==> config.mk <==
export PLATFORM = sky130hd
export DESIGN_NAME = sbox_serial_unit
export DESIGN_NICKNAME = d
export VERILOG_FILES = /design/src/rtl/sbox_pkg.sv /design/src/rtl/sbox_table.sv /design/src/rtl/sbox_serial_unit.sv
export SDC_FILE = /design/constraint.sdc
export NUM_CORES = 1
export LEC_CHECK = 0
export BUFFER_PORTS_ARGS = -buffer_cell sky130_fd_sc_hd__buf_2
export CORE_ASPECT_RATIO = 1.1
export CORE_MARGIN = 1
export CORE_UTILIZATION = 45
export DETAILED_ROUTE_END_ITERATION = 12
export PLACE_DENSITY = 0.69
export SYNTH_ARGS = -nofsm -noshare
export SYNTH_HDL_FRONTEND = slang
export SYNTH_SLANG_ARGS = --single-unit
==> constraint.sdc <==
create_clock -name CLK -period 2.5 [get_ports CLK]
set_clock_uncertainty 0.15 [all_clocks]
set_input_delay 0.125 -clock CLK [delete_from_list [all_inputs] [get_ports CLK]]
set_output_delay 0.125 -clock CLK [all_outputs]
set_load 0.03 [all_outputs]
==> src/rtl/sbox_pkg.sv <==
// Shared constants for the serial nibble S-box unit: parameter defaults,
// FSM state encoding and the power-on substitution table.
package sbox_pkg;

    localparam int NIBBLES_DEF = 4;
    localparam int CNT_W_DEF   = 16;

    // Element i of this packed array is TABLE[i]; the leftmost literal is entry F.
    localparam logic [15:0][3:0] SBOX_DEFAULT = {
        4'hE, 4'hF, 4'h0, 4'h9, 4'hA, 4'h4, 4'h1, 4'h8,
        4'hC, 4'h5, 4'h2, 4'h7, 4'hD, 4'h6, 4'h3, 4'h7
    };

    typedef enum logic [1:0] {
        ST_IDLE = 2'd0,
        ST_BUSY = 2'd1,
        ST_DONE = 2'd2
    } state_e;

endpackage

==> src/rtl/sbox_table.sv <==
// 16x4 substitution table: synchronous write port, combinational read port,
// restored to the default contents on reset.
module sbox_table
    import sbox_pkg::*;
(
    input  logic       clk_i,
    input  logic       rst_i,
    input  logic       we_i,
    input  logic [3:0] wAddr_i,
    input  logic [3:0] wData_i,
    input  logic [3:0] rAddr_i,
    output logic [3:0] rData_o
);

    logic [15:0][3:0] table_q;

    always_ff @(posedge clk_i) begin
        if (rst_i) begin
            table_q <= SBOX_DEFAULT;
        end else if (we_i) begin
            table_q[wAddr_i] <= wData_i;
        end
    end

    assign rData_o = table_q[rAddr_i];

endmodule

==> src/rtl/sbox_serial_unit.sv <==
// Serial S-box: substitutes one nibble per cycle through a shared 16x4 table,
// LSB nibble first, with a valid/ready handshake on both sides.
module sbox_serial_unit
    import sbox_pkg::*;
#(
    parameter int NIBBLES = NIBBLES_DEF,
    parameter int CNT_W   = CNT_W_DEF
) (
    input  logic                 CLK,
    input  logic                 RST,
    input  logic [4*NIBBLES-1:0] X,
    input  logic                 IN_VALID,
    output logic                 IN_READY,
    output logic [4*NIBBLES-1:0] Y,
    output logic                 OUT_VALID,
    input  logic                 OUT_READY,
    input  logic                 TBL_WE,
    input  logic [3:0]           TBL_ADDR,
    input  logic [3:0]           TBL_DATA,
    output logic                 TBL_ERR,
    output logic [CNT_W-1:0]     WORD_CNT
);

    localparam int W     = 4 * NIBBLES;
    localparam int IDX_W = (NIBBLES > 1) ? $clog2(NIBBLES) : 1;

    state_e             state_q, state_d;
    logic [W-1:0]       data_q, data_d;
    logic [W-1:0]       y_q, y_d;
    logic [IDX_W-1:0]   nibIdx_q, nibIdx_d;
    logic [CNT_W-1:0]   wordCnt_q, wordCnt_d;
    logic               tblErr_q, tblErr_d;

    logic               tableWe;
    logic [3:0]         curNib;
    logic [3:0]         subNib;
    logic               lastNib;

    // Writes are only safe while no word is mid-substitution.
    assign tableWe = TBL_WE && (state_q == ST_IDLE);
    assign curNib  = data_q[{nibIdx_q, 2'b00} +: 4];
    assign lastNib = (nibIdx_q == IDX_W'(NIBBLES - 1));

    sbox_table u_table (
        .clk_i   (CLK),
        .rst_i   (RST),
        .we_i    (tableWe),
        .wAddr_i (TBL_ADDR),
        .wData_i (TBL_DATA),
        .rAddr_i (curNib),
        .rData_o (subNib)
    );

    always_comb begin
        state_d   = state_q;
        data_d    = data_q;
        y_d       = y_q;
        nibIdx_d  = nibIdx_q;
        wordCnt_d = wordCnt_q;
        tblErr_d  = TBL_WE && (state_q != ST_IDLE);

        case (state_q)
            ST_IDLE: begin
                if (IN_VALID) begin
                    data_d   = X;
                    nibIdx_d = '0;
                    state_d  = ST_BUSY;
                end
            end
            ST_BUSY: begin
                data_d[{nibIdx_q, 2'b00} +: 4] = subNib;
                nibIdx_d = nibIdx_q + IDX_W'(1);
                if (lastNib) begin
                    // Y only changes here, so it keeps the last result outside DONE.
                    y_d      = data_d;
                    nibIdx_d = '0;
                    state_d  = ST_DONE;
                end
            end
            ST_DONE: begin
                if (OUT_READY) begin
                    wordCnt_d = wordCnt_q + CNT_W'(1);
                    state_d   = ST_IDLE;
                end
            end
            default: begin
                state_d = ST_IDLE;
            end
        endcase
    end

    always_ff @(posedge CLK) begin
        if (RST) begin
            state_q   <= ST_IDLE;
            data_q    <= '0;
            y_q       <= '0;
            nibIdx_q  <= '0;
            wordCnt_q <= '0;
            tblErr_q  <= 1'b0;
        end else begin
            state_q   <= state_d;
            data_q    <= data_d;
            y_q       <= y_d;
            nibIdx_q  <= nibIdx_d;
            wordCnt_q <= wordCnt_d;
            tblErr_q  <= tblErr_d;
        end
    end

    assign IN_READY  = (state_q == ST_IDLE);
    assign OUT_VALID = (state_q == ST_DONE);
    assign Y         = y_q;
    assign TBL_ERR   = tblErr_q;
    assign WORD_CNT  = wordCnt_q;

endmodule

==> results.py <==
metrics = {
    "critical_path": {
        "path_buf_inv": 2,
        "cp.depth": 7,
        "cpMostUsedCell": "buf_12",
        "rr_worst_depth": 7,
        "worstSetupPathType": "reg2reg",
        "critPathMaxFanout": 8,
        "r2r-start": "nibIdx_q[0]$_SDFFE_PP0P_",
        "slowest_delay_ps": 550,
        "required_ps": 2680,
        "crit_path_end_kind": "flop",
        "start_kind": "flop",
        "critPathArrivalTime_ps": 2720,
        "crit_chain": "mux4_2, buf_12, buf_12, mux2i_2, a211o_1, or2_1, a311oi_2",
        "crit_family": "multiplexers",
        "rr_endpoint": "data_q[3]$_SDFFE_PP0P_",
        "r2r_setup_slack_ps": -40,
        "crit_slowest_cell": "mux4_2",
    },
    "placed_design": {
        "placedInstanceArea_um2": 6030,
        "io_buffers": 63,
        "post-place-cells": 817,
        "dp_slack_ps": -98.2,
        "gp_congestion": 0.851,
        "hpwl_um": 10400,
    },
    "timing": {
        "fin_crit_sh_pct": 102,
        "hold_ws_ps": 2.12,
        "fmax_ghz": 0.394,
        "setup_viol": 11,
        "hold_viol_final": 0,
        "layout_min_cycle_time_ps": 2540,
        "slew_headroom_pct": 66.6,
        "rsz0062_at_grt": "yes",
        "worst_pin_slew_ps": 500,
        "setup_ws_ps": -38.4,
        "drv_slew": 0,
        "totalNegativeSetupSlack_ps": -221,
    },
    "power_and_ir_drop": {
        "p_per_area_nw_per_um2": 738,
        "p_seq_share_pct": 37.4,
        "power.share.clock_pct": 48.3,
        "p_leak_nw": 2.79,
        "ir_drop_uv": 458,
        "switching_share_pct": 26.2,
        "comb_power_share_pct": 14.3,
        "internal_power_mw": 3.83,
        "switching_power_mw": 1.36,
    },
    "clock_tree": {
        "cts-root-buf": "clkbuf_16",
        "numCtsBuffers": 17,
        "clock_latency_ps": 420,
        "clk_pin_slew_ps": 60,
        "clockBufferDepth": 2,
        "cts.sinks": 117,
        "h-tree-depth": 4,
        "cts_tree": "yes",
    },
    "yosys": {
        "synth_edf_count": 0,
        "yosysTopAreaCellShare_pct": 42.2,
        "synth_seq_area_share_pct": 42.2,
        "async_flop_share_pct": 0,
        "synth_fp_nets": 653,
        "synth_top_area_cell": "dfxtp_1",
        "synth-seq-cells": 117,
        "syn_inst": 617,
        "netlist_area_um2": 5550,
        "yosys-top-cells-area": "dfxtp_1 42%, mux2i_1 12%, nor2_1 5.7%, nand2_1 3.9%, a311oi_1 3.8%",
        "synth_area_per_cell_um2": 9.00,
        "synthDistinctLibCells": 47,
        "ys.warnings.count": 0,
        "synth-main-ff-cell": "dfxtp_1",
    },
    "die": {
        "die-area_um2": 12800,
        "start_util_pct": 46.1,
        "core_area_um2": 12000,
        "rows": 42,
        "io-pin-count": 64,
        "die_y_um": 119,
        "die_w_um": 108,
    },
    "min_path": {
        "hold_depth": 4,
        "hold_start": "X[9]",
        "holdPathEnd": "data_q[9]$_SDFFE_PP0P_",
        "hold_path.class": "in2reg",
    },
    "detailed_routing": {
        "routed_wl_um": 15700,
        "vias": 4975,
        "wire_per_inst_um": 18.3,
        "drt_first_pass_iters": 8,
        "drtIter0Drc": 369,
        "routed_via_density": 5.80,
        "ant_nets": 0,
        "drc": 0,
    },
    "finish": {
        "nFillCells": 1022,
        "design_area_um2": 7040,
        "num_antenna_cells": 0,
        "synthToLayoutAreaGrowth_pct": 26.8,
        "layout.nets": 727,
        "stdcell_count": 858,
        "register_area_um2": 2350,
        "drive_gt1_share_pct": 25.9,
        "multiInputGateArea_um2": 3250,
    },
    "global_route": {
        "first_global_vias": 4878,
        "grt_use_total_pct": 25.0,
        "antenna_found_initial": 0,
        "grt_pass1_wl_um": 24800,
        "grt_start_max_net_pins": 30,
        "globalRouteOverflowTotal": 0,
    },
    "status": {
        "violations": "setup timing",
        "status": "finished with violations",
    },
    "job": {
        "maxCapViolCount": 0,
    },
}
==> worst min-delay path: cells and delay by family <==
| family | cells | cell delay, ps |
|---|---|---|
| compound gates | 1 | 150 |
| buf+inv | 1 | 80 |
| simple gates | 2 | 180 |
==> power groups by stage <==
stage	combinational, mW	clock (mW)	sequential (mW)
CTS	0.626	2.52	1.94
detailed placement	0.579	0	1.98
finish	0.741	2.51	1.94
global route	0.782	2.63	1.95
global placement	0.569	0	1.98
floorplan	0.427	0	1.97
==> cells in the mapped netlist (3+ instances only) <==
library cell / n
mux4_2: 3
xnor2_1: 4
xor2_1: 10
o31a_1: 8
or2_1: 9
o2bb2ai_1: 3
nor2_1: 84
a211oi_1: 3
and3_1: 3
nor3_1: 13
mux2_2: 6
inv_1: 9
buf_6: 3
o21ai_0: 25
a2bb2oi_1: 12
nand2b_1: 9
or3_1: 14
dfxtp_1: 117
nor2b_1: 7
mux2i_1: 65
nand2_1: 57
nand4_1: 5
o22ai_1: 14
ha_1: 7
and4_1: 5
a211o_1: 6
or2_0: 3
clkbuf_1: 32
nand3_1: 22
a21oi_1: 12
a311oi_1: 24
==> cells by family (layout without fill, tap and decap cells) <==
| kind of cell | count (synthesis) | in the layout | synth area share [%] |
|---|---|---|---|
| XOR/XNOR | 14 | 14 | 2.21 |
| AND/OR/NAND/NOR | 245 | 245 | 21.0 |
| adder cells (fa/ha/maj) | 7 | 7 | 1.58 |
| multiplexers | 75 | 75 | 14.6 |
| flip-flops | 117 | 117 | 42.2 |
| buffers and inverters | 49 | 136 | 4.35 |
| AO/OA/AOI/OAI | 110 | 110 | 14.1 |
==> worst max path at each step <==
| stage | start | to | slack, ps |
|---|---|---|---|
| finish | nibIdx_q[0]$_SDFFE_PP0P_ | data_q[3]$_SDFFE_PP0P_ | -40 |
| global route | nibIdx_q[0]$_SDFFE_PP0P_ | Y[12]$_SDFFE_PP0P_ | -120 |
| CTS | nibIdx_q[0]$_SDFFE_PP0P_ | data_q[10]$_SDFFE_PP0P_ | -10 |
| detailed placement | nibIdx_q[0]$_SDFFE_PP0P_ | Y[7]$_SDFFE_PP0P_ | -100 |
| global placement | nibIdx_q[0]$_SDFFE_PP0P_ | data_q[3]$_SDFFE_PP0P_ | -30 |
| floorplan | nibIdx_q[0]$_SDFFE_PP0P_ | Y[5]$_SDFFE_PP0P_ | 6 |
==> final cells by class <==
| class | instances | area share, % |
|---|---|---|
| Multi-Input combinational cell | 451 | 46.2 |
| Sequential cell | 117 | 33.3 |
| Timing Repair Buffer | 94 | 8.46 |
| Clock buffer | 18 | 6.24 |
| Tap cell | 154 | 2.74 |
| Clock inverter | 14 | 2.51 |
| Inverter | 10 | 0.533 |
==> layer usage <==
metal	vias to the layer above	track usage [%]	part of all wire (%)
met5	-	0	0
met4	0	10.7	2.3
met3	33	6.01	6.0
met2	201	41.9	50
met1	2382	30.3	41
li1	2359	-	-
==> flip-flops by register name, summed over array words and instances, names as in the netlist <==
| signal | cells |
|---|---|
| TBL_ERR | 1 |
| WORD_CNT | 16 |
| Y | 16 |
| data_q | 16 |
| nibIdx_q | 2 |
| state_q | 2 |
| u_table.table_q | 64 |
==> what timing repair did <==
| item | CTS | global route |
|---|---|---|
| hold buffers | 6 | 0 |
| hold endpoints to repair | 12 | 0 |
| buffers inserted | 3 | 1 |
| resized for setup | 17 | 48 |
| pin swaps | 11 | 36 |
| cloned | 0 | 0 |
| endpoints found under the setup margin | 29 | 32 |
==> metrics by stage <==
stage                     total power, mW  util, %
after floorplan                      2.40        -
after global placement               2.55     50.1
after detailed placement             2.56     50.1
after CTS                            5.09     56.5
after global routing                 5.36     58.5
final                                5.19     58.5
==> placed cells by master (no fill, tap or decap), types with 4 or more instances in the layout <==
master / count
a2bb2oi_1: 6
o21ai_0: 25
nand3_1: 22
buf_2: 63
o22ai_1: 8
o22ai_2: 5
ha_1: 7
and4_1: 5
or3_1: 14
or2_4: 5
nand2_1: 56
dfxtp_1: 116
or2_1: 8
clkinvlp_4: 5
a211o_1: 6
clkbuf_16: 17
a21oi_1: 12
nor3_1: 12
dlygate4sd3_1: 6
mux2_2: 5
nand2b_1: 7
o31a_1: 8
a311oi_2: 12
inv_1: 9
a2bb2oi_2: 6
xnor2_1: 4
mux2i_1: 60
nor2b_1: 7
nand4_1: 5
nor2_1: 80
xor2_1: 10
buf_4: 21
a311oi_1: 12
nor2_2: 4
Note: power is estimated with default switching activity, not from simulation.
